`src/rtl/mcs4_pkg.sv`:
```
// mcs4 package: common MCS-4 types shared by the CPU, ROM and RAM models.
//   char_t      - 4-bit bus character (nibble)
//   byte_t      - 8-bit instruction byte {OPR, OPA}
//   addr_t      - 12-bit program address
//   instr_cyc_t - 8-slot instruction cycle, A1 = 0 ... X3 = 7
//   next_cyc()  - slot sequencing helper (X3 wraps to A1)
package mcs4;

    localparam int unsigned Pc_width = 12;

    typedef logic [3:0]          char_t;
    typedef logic [7:0]          byte_t;
    typedef logic [Pc_width-1:0] addr_t;

    typedef enum logic [2:0] {
        A1 = 3'd0,
        A2 = 3'd1,
        A3 = 3'd2,
        M1 = 3'd3,
        M2 = 3'd4,
        X1 = 3'd5,
        X2 = 3'd6,
        X3 = 3'd7
    } instr_cyc_t;

    function automatic instr_cyc_t next_cyc(input instr_cyc_t cur);
        instr_cyc_t nxt;
        case (cur)
            A1:      nxt = A2;
            A2:      nxt = A3;
            A3:      nxt = M1;
            M1:      nxt = M2;
            M2:      nxt = X1;
            X1:      nxt = X2;
            X2:      nxt = X3;
            default: nxt = A1;
        endcase
        return nxt;
    endfunction

endpackage

```
`src/rtl/i4004_fetch_if.sv`:
```
// i4004_fetch_if: bus/handshake bundle between the fetch stage and its neighbours.
//   master - fetch stage: drives sync, cm_rom, dbus_out/oe, instr_valid, instr,
//            instr_pc, pc; receives dbus_in, jump_valid, jump_addr, hold.
//   slave  - ROM / decode side: the mirror image.
interface i4004_fetch_if;
    import mcs4::*;

    logic  sync;
    logic  cm_rom;
    char_t dbus_out;
    logic  dbus_oe;
    char_t dbus_in;
    logic  jump_valid;
    addr_t jump_addr;
    logic  hold;
    logic  instr_valid;
    byte_t instr;
    addr_t instr_pc;
    addr_t pc;

    modport master (
        output sync, cm_rom, dbus_out, dbus_oe, instr_valid, instr, instr_pc, pc,
        input  dbus_in, jump_valid, jump_addr, hold
    );

    modport slave (
        input  sync, cm_rom, dbus_out, dbus_oe, instr_valid, instr, instr_pc, pc,
        output dbus_in, jump_valid, jump_addr, hold
    );

endinterface

```
`src/rtl/i4004_timing.sv`:
```
// i4004_timing: 8-slot instruction-cycle counter and slot decode.
//   clk, rst_n  - clock, asynchronous active-low reset (resets to X3)
//   i_clken     - slot-advance enable; low freezes the slot
//   o_icyc      - current slot
//   o_sync      - high in X3
//   o_cm_rom    - high in A3
//   o_dbus_oe   - high in A1..A3
module i4004_timing
    import mcs4::*;
(
    input  logic       clk,
    input  logic       rst_n,
    input  logic       i_clken,
    output instr_cyc_t o_icyc,
    output logic       o_sync,
    output logic       o_cm_rom,
    output logic       o_dbus_oe
);

    instr_cyc_t r_icyc;
    instr_cyc_t w_icyc_next;

    // Reset lands in X3 so the first enabled edge starts a fresh cycle at A1.
    always_ff @(posedge clk or negedge rst_n) begin
        if (!rst_n) begin
            r_icyc <= X3;
        end else begin
            r_icyc <= w_icyc_next;
        end
    end

    always_comb begin
        w_icyc_next = r_icyc;
        o_sync      = 1'b0;
        o_cm_rom    = 1'b0;
        o_dbus_oe   = 1'b0;
        if (i_clken) begin
            w_icyc_next = next_cyc(r_icyc);
        end
        case (r_icyc)
            A1, A2:  o_dbus_oe = 1'b1;
            A3: begin
                o_dbus_oe = 1'b1;
                o_cm_rom  = 1'b1;
            end
            X3:      o_sync = 1'b1;
            default: ;
        endcase
    end

    assign o_icyc = r_icyc;

endmodule

```
`src/rtl/i4004_fetch.sv`:
```
// i4004_fetch: instruction fetch and bus timing stage of the MCS-4 CPU model.
//   clk, rst_n  - clock, asynchronous active-low reset
//   clken       - slot-advance enable; low freezes all state
//   bus         - i4004_fetch_if.master: sync/cm_rom/address nibbles toward the ROM,
//                 returned OPR/OPA nibbles, fetched instruction and PC toward decode,
//                 jump/hold requests from execute.
// Parameter RESET_PC: program counter value after reset.
module i4004_fetch
    import mcs4::*;
#(
    parameter addr_t RESET_PC = 12'h000
) (
    input  logic          clk,
    input  logic          rst_n,
    input  logic          clken,
    i4004_fetch_if.master bus
);

    instr_cyc_t w_icyc;
    logic       w_sync;
    logic       w_cm_rom;
    logic       w_dbus_oe;

    addr_t r_pc;
    char_t r_opr;
    char_t r_opa;
    byte_t r_instr;
    addr_t r_instr_pc;
    logic  r_instr_valid;
    // Set by reset: the first X3->A1 transition must not advance the PC.
    logic  r_first;

    i4004_timing u_timing (
        .clk       (clk),
        .rst_n     (rst_n),
        .i_clken   (clken),
        .o_icyc    (w_icyc),
        .o_sync    (w_sync),
        .o_cm_rom  (w_cm_rom),
        .o_dbus_oe (w_dbus_oe)
    );

    always_ff @(posedge clk or negedge rst_n) begin
        if (!rst_n) begin
            r_pc          <= RESET_PC;
            r_opr         <= 4'h0;
            r_opa         <= 4'h0;
            r_instr       <= 8'h00;
            r_instr_pc    <= '0;
            r_instr_valid <= 1'b0;
            r_first       <= 1'b1;
        end else if (clken) begin
            // High exactly for the X1 slot; freezes with clken like everything else.
            r_instr_valid <= (w_icyc == M2);
            case (w_icyc)
                M1: r_opr <= bus.dbus_in;
                M2: begin
                    // OPA is captured on this same edge, so take it straight off the bus.
                    r_opa      <= bus.dbus_in;
                    r_instr    <= {r_opr, bus.dbus_in};
                    r_instr_pc <= r_pc;
                end
                X3: begin
                    r_first <= 1'b0;
                    if (!r_first) begin
                        if (bus.jump_valid) begin
                            r_pc <= bus.jump_addr;
                        end else if (!bus.hold) begin
                            r_pc <= r_pc + 12'd1;
                        end
                    end
                end
                default: ;
            endcase
        end
    end

    // Address nibble mux, low nibble first.
    always_comb begin
        bus.dbus_out = 4'h0;
        case (w_icyc)
            A1:      bus.dbus_out = r_pc[3:0];
            A2:      bus.dbus_out = r_pc[7:4];
            A3:      bus.dbus_out = r_pc[11:8];
            default: ;
        endcase
    end

    assign bus.sync        = w_sync;
    assign bus.cm_rom      = w_cm_rom;
    assign bus.dbus_oe     = w_dbus_oe;
    assign bus.instr_valid = r_instr_valid;
    assign bus.instr       = r_instr;
    assign bus.instr_pc    = r_instr_pc;
    assign bus.pc          = r_pc;

endmodule

```
`src/flat_wrapper.sv`:
```
// flat-port wrapper written by rule: the top's interface ports become plain ports
module i4004_fetch_flat import mcs4::*;
#(
    parameter addr_t RESET_PC = 12'h000
)
  (clk, rst_n, clken, bus_sync, bus_cm_rom, bus_dbus_out, bus_dbus_oe, bus_instr_valid, bus_instr, bus_instr_pc, bus_pc, bus_dbus_in, bus_jump_valid, bus_jump_addr, bus_hold);
  i4004_fetch_if bus_i ();
  input  logic clk;
  input  logic rst_n;
  input  logic clken;
  output wire logic [$bits(bus_i.sync)-1:0] bus_sync;
  output wire logic [$bits(bus_i.cm_rom)-1:0] bus_cm_rom;
  output wire logic [$bits(bus_i.dbus_out)-1:0] bus_dbus_out;
  output wire logic [$bits(bus_i.dbus_oe)-1:0] bus_dbus_oe;
  output wire logic [$bits(bus_i.instr_valid)-1:0] bus_instr_valid;
  output wire logic [$bits(bus_i.instr)-1:0] bus_instr;
  output wire logic [$bits(bus_i.instr_pc)-1:0] bus_instr_pc;
  output wire logic [$bits(bus_i.pc)-1:0] bus_pc;
  input wire logic [$bits(bus_i.dbus_in)-1:0] bus_dbus_in;
  input wire logic [$bits(bus_i.jump_valid)-1:0] bus_jump_valid;
  input wire logic [$bits(bus_i.jump_addr)-1:0] bus_jump_addr;
  input wire logic [$bits(bus_i.hold)-1:0] bus_hold;
  assign bus_sync = bus_i.sync;
  assign bus_cm_rom = bus_i.cm_rom;
  assign bus_dbus_out = bus_i.dbus_out;
  assign bus_dbus_oe = bus_i.dbus_oe;
  assign bus_instr_valid = bus_i.instr_valid;
  assign bus_instr = bus_i.instr;
  assign bus_instr_pc = bus_i.instr_pc;
  assign bus_pc = bus_i.pc;
  assign bus_i.dbus_in = bus_dbus_in;
  assign bus_i.jump_valid = bus_jump_valid;
  assign bus_i.jump_addr = bus_jump_addr;
  assign bus_i.hold = bus_hold;
  i4004_fetch #(.RESET_PC(RESET_PC)) u_core (.clk(clk), .rst_n(rst_n), .clken(clken), .bus(bus_i));
endmodule
```
`config.mk`:
```
export PLATFORM = sky130hd
export DESIGN_NAME = i4004_fetch_flat
export DESIGN_NICKNAME = d
export VERILOG_FILES = /design/src/rtl/mcs4_pkg.sv /design/src/rtl/i4004_fetch_if.sv /design/src/rtl/i4004_timing.sv /design/src/rtl/i4004_fetch.sv /design/src/flat_wrapper.sv
export SDC_FILE = /design/constraint.sdc
export NUM_CORES = 1
export LEC_CHECK = 0
export ABC_AREA = 1
export BUFFER_PORTS_ARGS = -buffer_cell sky130_fd_sc_hd__buf_4
export CAP_MARGIN = 0
export CELL_PAD_IN_SITES_DETAIL_PLACEMENT = 1
export CELL_PAD_IN_SITES_GLOBAL_PLACEMENT = 1
export CORE_MARGIN = 10
export CORE_UTILIZATION = 37
export CTS_CLUSTER_SIZE = 40
export DETAILED_ROUTE_END_ITERATION = 8
export PLACE_DENSITY = 0.82
export SKIP_LAST_GASP = 1
export SYNTH_ARGS = -nofsm -noshare
export SYNTH_HDL_FRONTEND = slang
export SYNTH_SLANG_ARGS = --single-unit
```
`constraint.sdc`:
```
create_clock -name clk -period 1.65 [get_ports clk]
set_input_delay 0.2475 -clock clk [delete_from_list [all_inputs] [get_ports clk]]
set_output_delay 0.2475 -clock clk [all_outputs]
set_load 0.01 [all_outputs]
```
==> results.json <==
{
  "finalSetupViolCount": 19,
  "fin_skew_ps": 9.70,
  "crit_slowest_cell": "dfstp_2",
  "clock_latency_ps": 320,
  "ir_worst_vdd_v": 0.000631,
  "gr-total-overflow": 0,
  "finalMaxSlewViolations": 0,
  "synth.largest_area_cell": "dfrtp_1",
  "p_leak_uw": 0.00153,
  "vias_per_cell": 4.92,
  "crit_buf_inv": 4,
  "fp.dieW_um": 96.0,
  "slowest_delay_ps": 590,
  "fmax_mhz": 540,
  "clockRootBuffer": "clkbuf_8",
  "ys_ff_latch": 41,
  "hpwl_mm": 4.94,
  "worstPathRequired_ps": 1400,
  "violations": "negative setup slack",
  "clock-sinks": 41,
  "fin_ws_ps": -201,
  "drtIter0Drc": 36,
  "critPathLaunchType": "register",
  "drcViolationCount": 0,
  "synth_cell_type_count": 30,
  "grtUsageTotal": 0.148,
  "firstDrtPassIters": 4,
  "start_util": 0.386,
  "worstMarginPinSlew_ps": 538,
  "synth_area_sq_um": 2140,
  "synth_top_area_frac": 0.434,
  "rows": 27,
  "numCtsBuffers": 5,
  "design_area_sq_um": 2990,
  "yosys_warnings": 0,
  "rsz0062_at_grt": "true",
  "cpMostUsedCell": "buf_6",
  "setup.worst_path.class": "register to primary output",
  "dp.cells": 388,
  "path_clk_slew_ps": 90,
  "rr_startpoint": "u_core.u_timing.o_icyc[0]",
  "clk_path_buf_depth": 2,
  "hold_viol_final": 0,
  "final-instance-count-excl-fill": 403,
  "grt_pass1_wl_mm": 10.6,
  "wirelength_mm": 6.68,
  "run_status": "complete, but fails checks",
  "seq_area_frac_synth": 0.483,
  "nets": 356,
  "critPathTopFamily": "flip-flops",
  "drive_above_1_share": 0.402,
  "area_delta_synth_final_pct": 39.8,
  "vias": 1983,
  "min_period_ps": 1850,
  "ios": 61,
  "total_power_uw": 5280,
  "grt_pass1_vias": 2200,
  "end_kind": "primary output",
  "hold_class": "input port to register",
  "crit_chain": "inv_4, ha_4, inv_2, nor2_2, buf_6, nand2_4, nand3_2, buf_6",
  "cp_max_fo": 4,
  "final_antenna_net_count": 0,
  "fin_crit_sh": 1.12,
  "diodes": 0,
  "drv_cap": 0,
  "p_per_area_nw_per_um2": 1770,
  "grt_max_degree": 42,
  "cp.arrival_ps": 1600,
  "numPortBuffers": 60,
  "regToRegSetupSlack_ps": -100,
  "syn_inst": 258,
  "syn_area_per_cell_sq_um": 8.28,
  "gp_congestion": 0.825,
  "dieArea_sq_um": 9210,
  "cts_tree": "built",
  "die_h_um": 96.0,
  "crit_start": "u_core.u_timing.o_icyc[0]",
  "holdWs_ps": 165,
  "synth_area_leaders": "dfrtp_1, nand2_1, o21ai_0",
  "synth.net_count": 284,
  "design.core.area_sq_um": 5540,
  "h-tree-depth": 2,
  "slew_headroom": 0.641,
  "avgRoutedWirePerCell_um": 16.6,
  "antenna_found_initial": 0,
  "place_area_sq_um": 2680,
  "worstHoldStart": "clken"
}
registers in the layout, indices dropped and copies added, names as in the netlist:
name	cells
u_core.bus.instr_pc	12
u_core.bus.instr	8
u_core.bus.instr_valid	1
u_core.bus.pc	12
u_core.r_first	1
u_core.u_timing.o_icyc	3
u_core.r_opr	4
cell usage in the layout, fill, tap and decap left out, types with 7 or more instances in the layout:
cell type	count
buf_4	65
nor2_2	10
o21ai_1	11
o21ai_0	21
nand2_1	70
nor2_1	11
dfrtp_1	37
buf_6	7
inv_1	22
nand3_1	12
cells in the mapped netlist:
cell type,count
inv_2,1
inv_1,27
a21oi_1,6
ha_1,5
nor2_8,1
nand3_2,1
clkbuf_1,1
buf_2,4
nand2_2,1
nand2_4,3
o22ai_1,1
nand4_1,3
buf_4,2
buf_6,3
nand2_1,74
clkinv_2,1
a22oi_2,1
mux2_2,5
nor2_2,7
o21ai_1,12
xor2_1,1
o21ai_0,22
nand3_1,16
dfrtp_1,37
nor2_1,15
nand3b_1,1
a21oi_2,1
dfstp_2,4
a31oi_1,1
inv_4,1
where the power goes:
group	internal, uW	leakage (uW)	switching [uW]
logic	1290	0.000980	1400
registers	1450	0.000505	442
clock network	306	0.0000447	408
total	3040	0.00153	2250
worst register-to-register path, delay by kind of cell (launching register included):
kind,cells,cell delay [ps]
flops,1,590
buf+inv,5,500
simple gates,5,420
fa+ha+maj,1,130
logic make-up after synthesis:
kind of cell | share of synthesized area
flops | 0.483
xor+xnor | 0.00410
buf+inv | 0.0885
mux | 0.0264
fa+ha+maj | 0.0293
simple gates | 0.260
compound gates | 0.110
metal layers:
metal / vias to the layer above / routed length (um) / GRT usage
met5: - / 0 / 0
met4: 0 / 88 / 0.0639
met3: 6 / 367 / 0.0366
met2: 42 / 3410 / 0.253
met1: 975 / 2820 / 0.172
li1: 960 / - / -
metrics by stage:
stage | TNS, ps | util | setup WS, ps
after floorplan | 0 | - | 206
after CTS | -1040 | 0.523 | -173
after detailed placement | 0 | 0.483 | 31.6
after global placement | 0 | 0.483 | 96.0
after global routing | -3050 | 0.539 | -253
final | -1750 | 0.539 | -201
final timing paths:
| check | to | depth (start not counted) |
|---|---|---|
| setup / recovery | bus_dbus_out[2] | 8 |
| hold / removal | u_core.u_timing.o_icyc[1] | 2 |
| setup reg to reg | u_core.bus.pc[6] | 11 |
| hold reg to reg | u_core.r_first | 2 |
| max in group asynchronous | u_core.r_first | 2 |
| min in group asynchronous | u_core.bus.pc[6] | 2 |
what timing repair did:
item                                    in CTS  in global routing
gates resized for setup                     29                 14
endpoints found under the hold margin       37                  0
endpoints found under the setup margin       6                 18
pin swaps                                    4                  4
hold buffers                                 1                  0
gates cloned                                 0                  1
buffers inserted                             3                  2
cell type report:
cell class | instances | area, sq um
clock buffers | 5 | 68.8
clock inverters | 3 | 25.0
fillers | 685 | 2550
inverters | 30 | 126
multi-input cells | 177 | 1020
flip-flops and latches | 41 | 1030
well taps | 72 | 90.1
repair buffers | 75 | 622
Note: power is estimated with default switching activity, not from simulation.
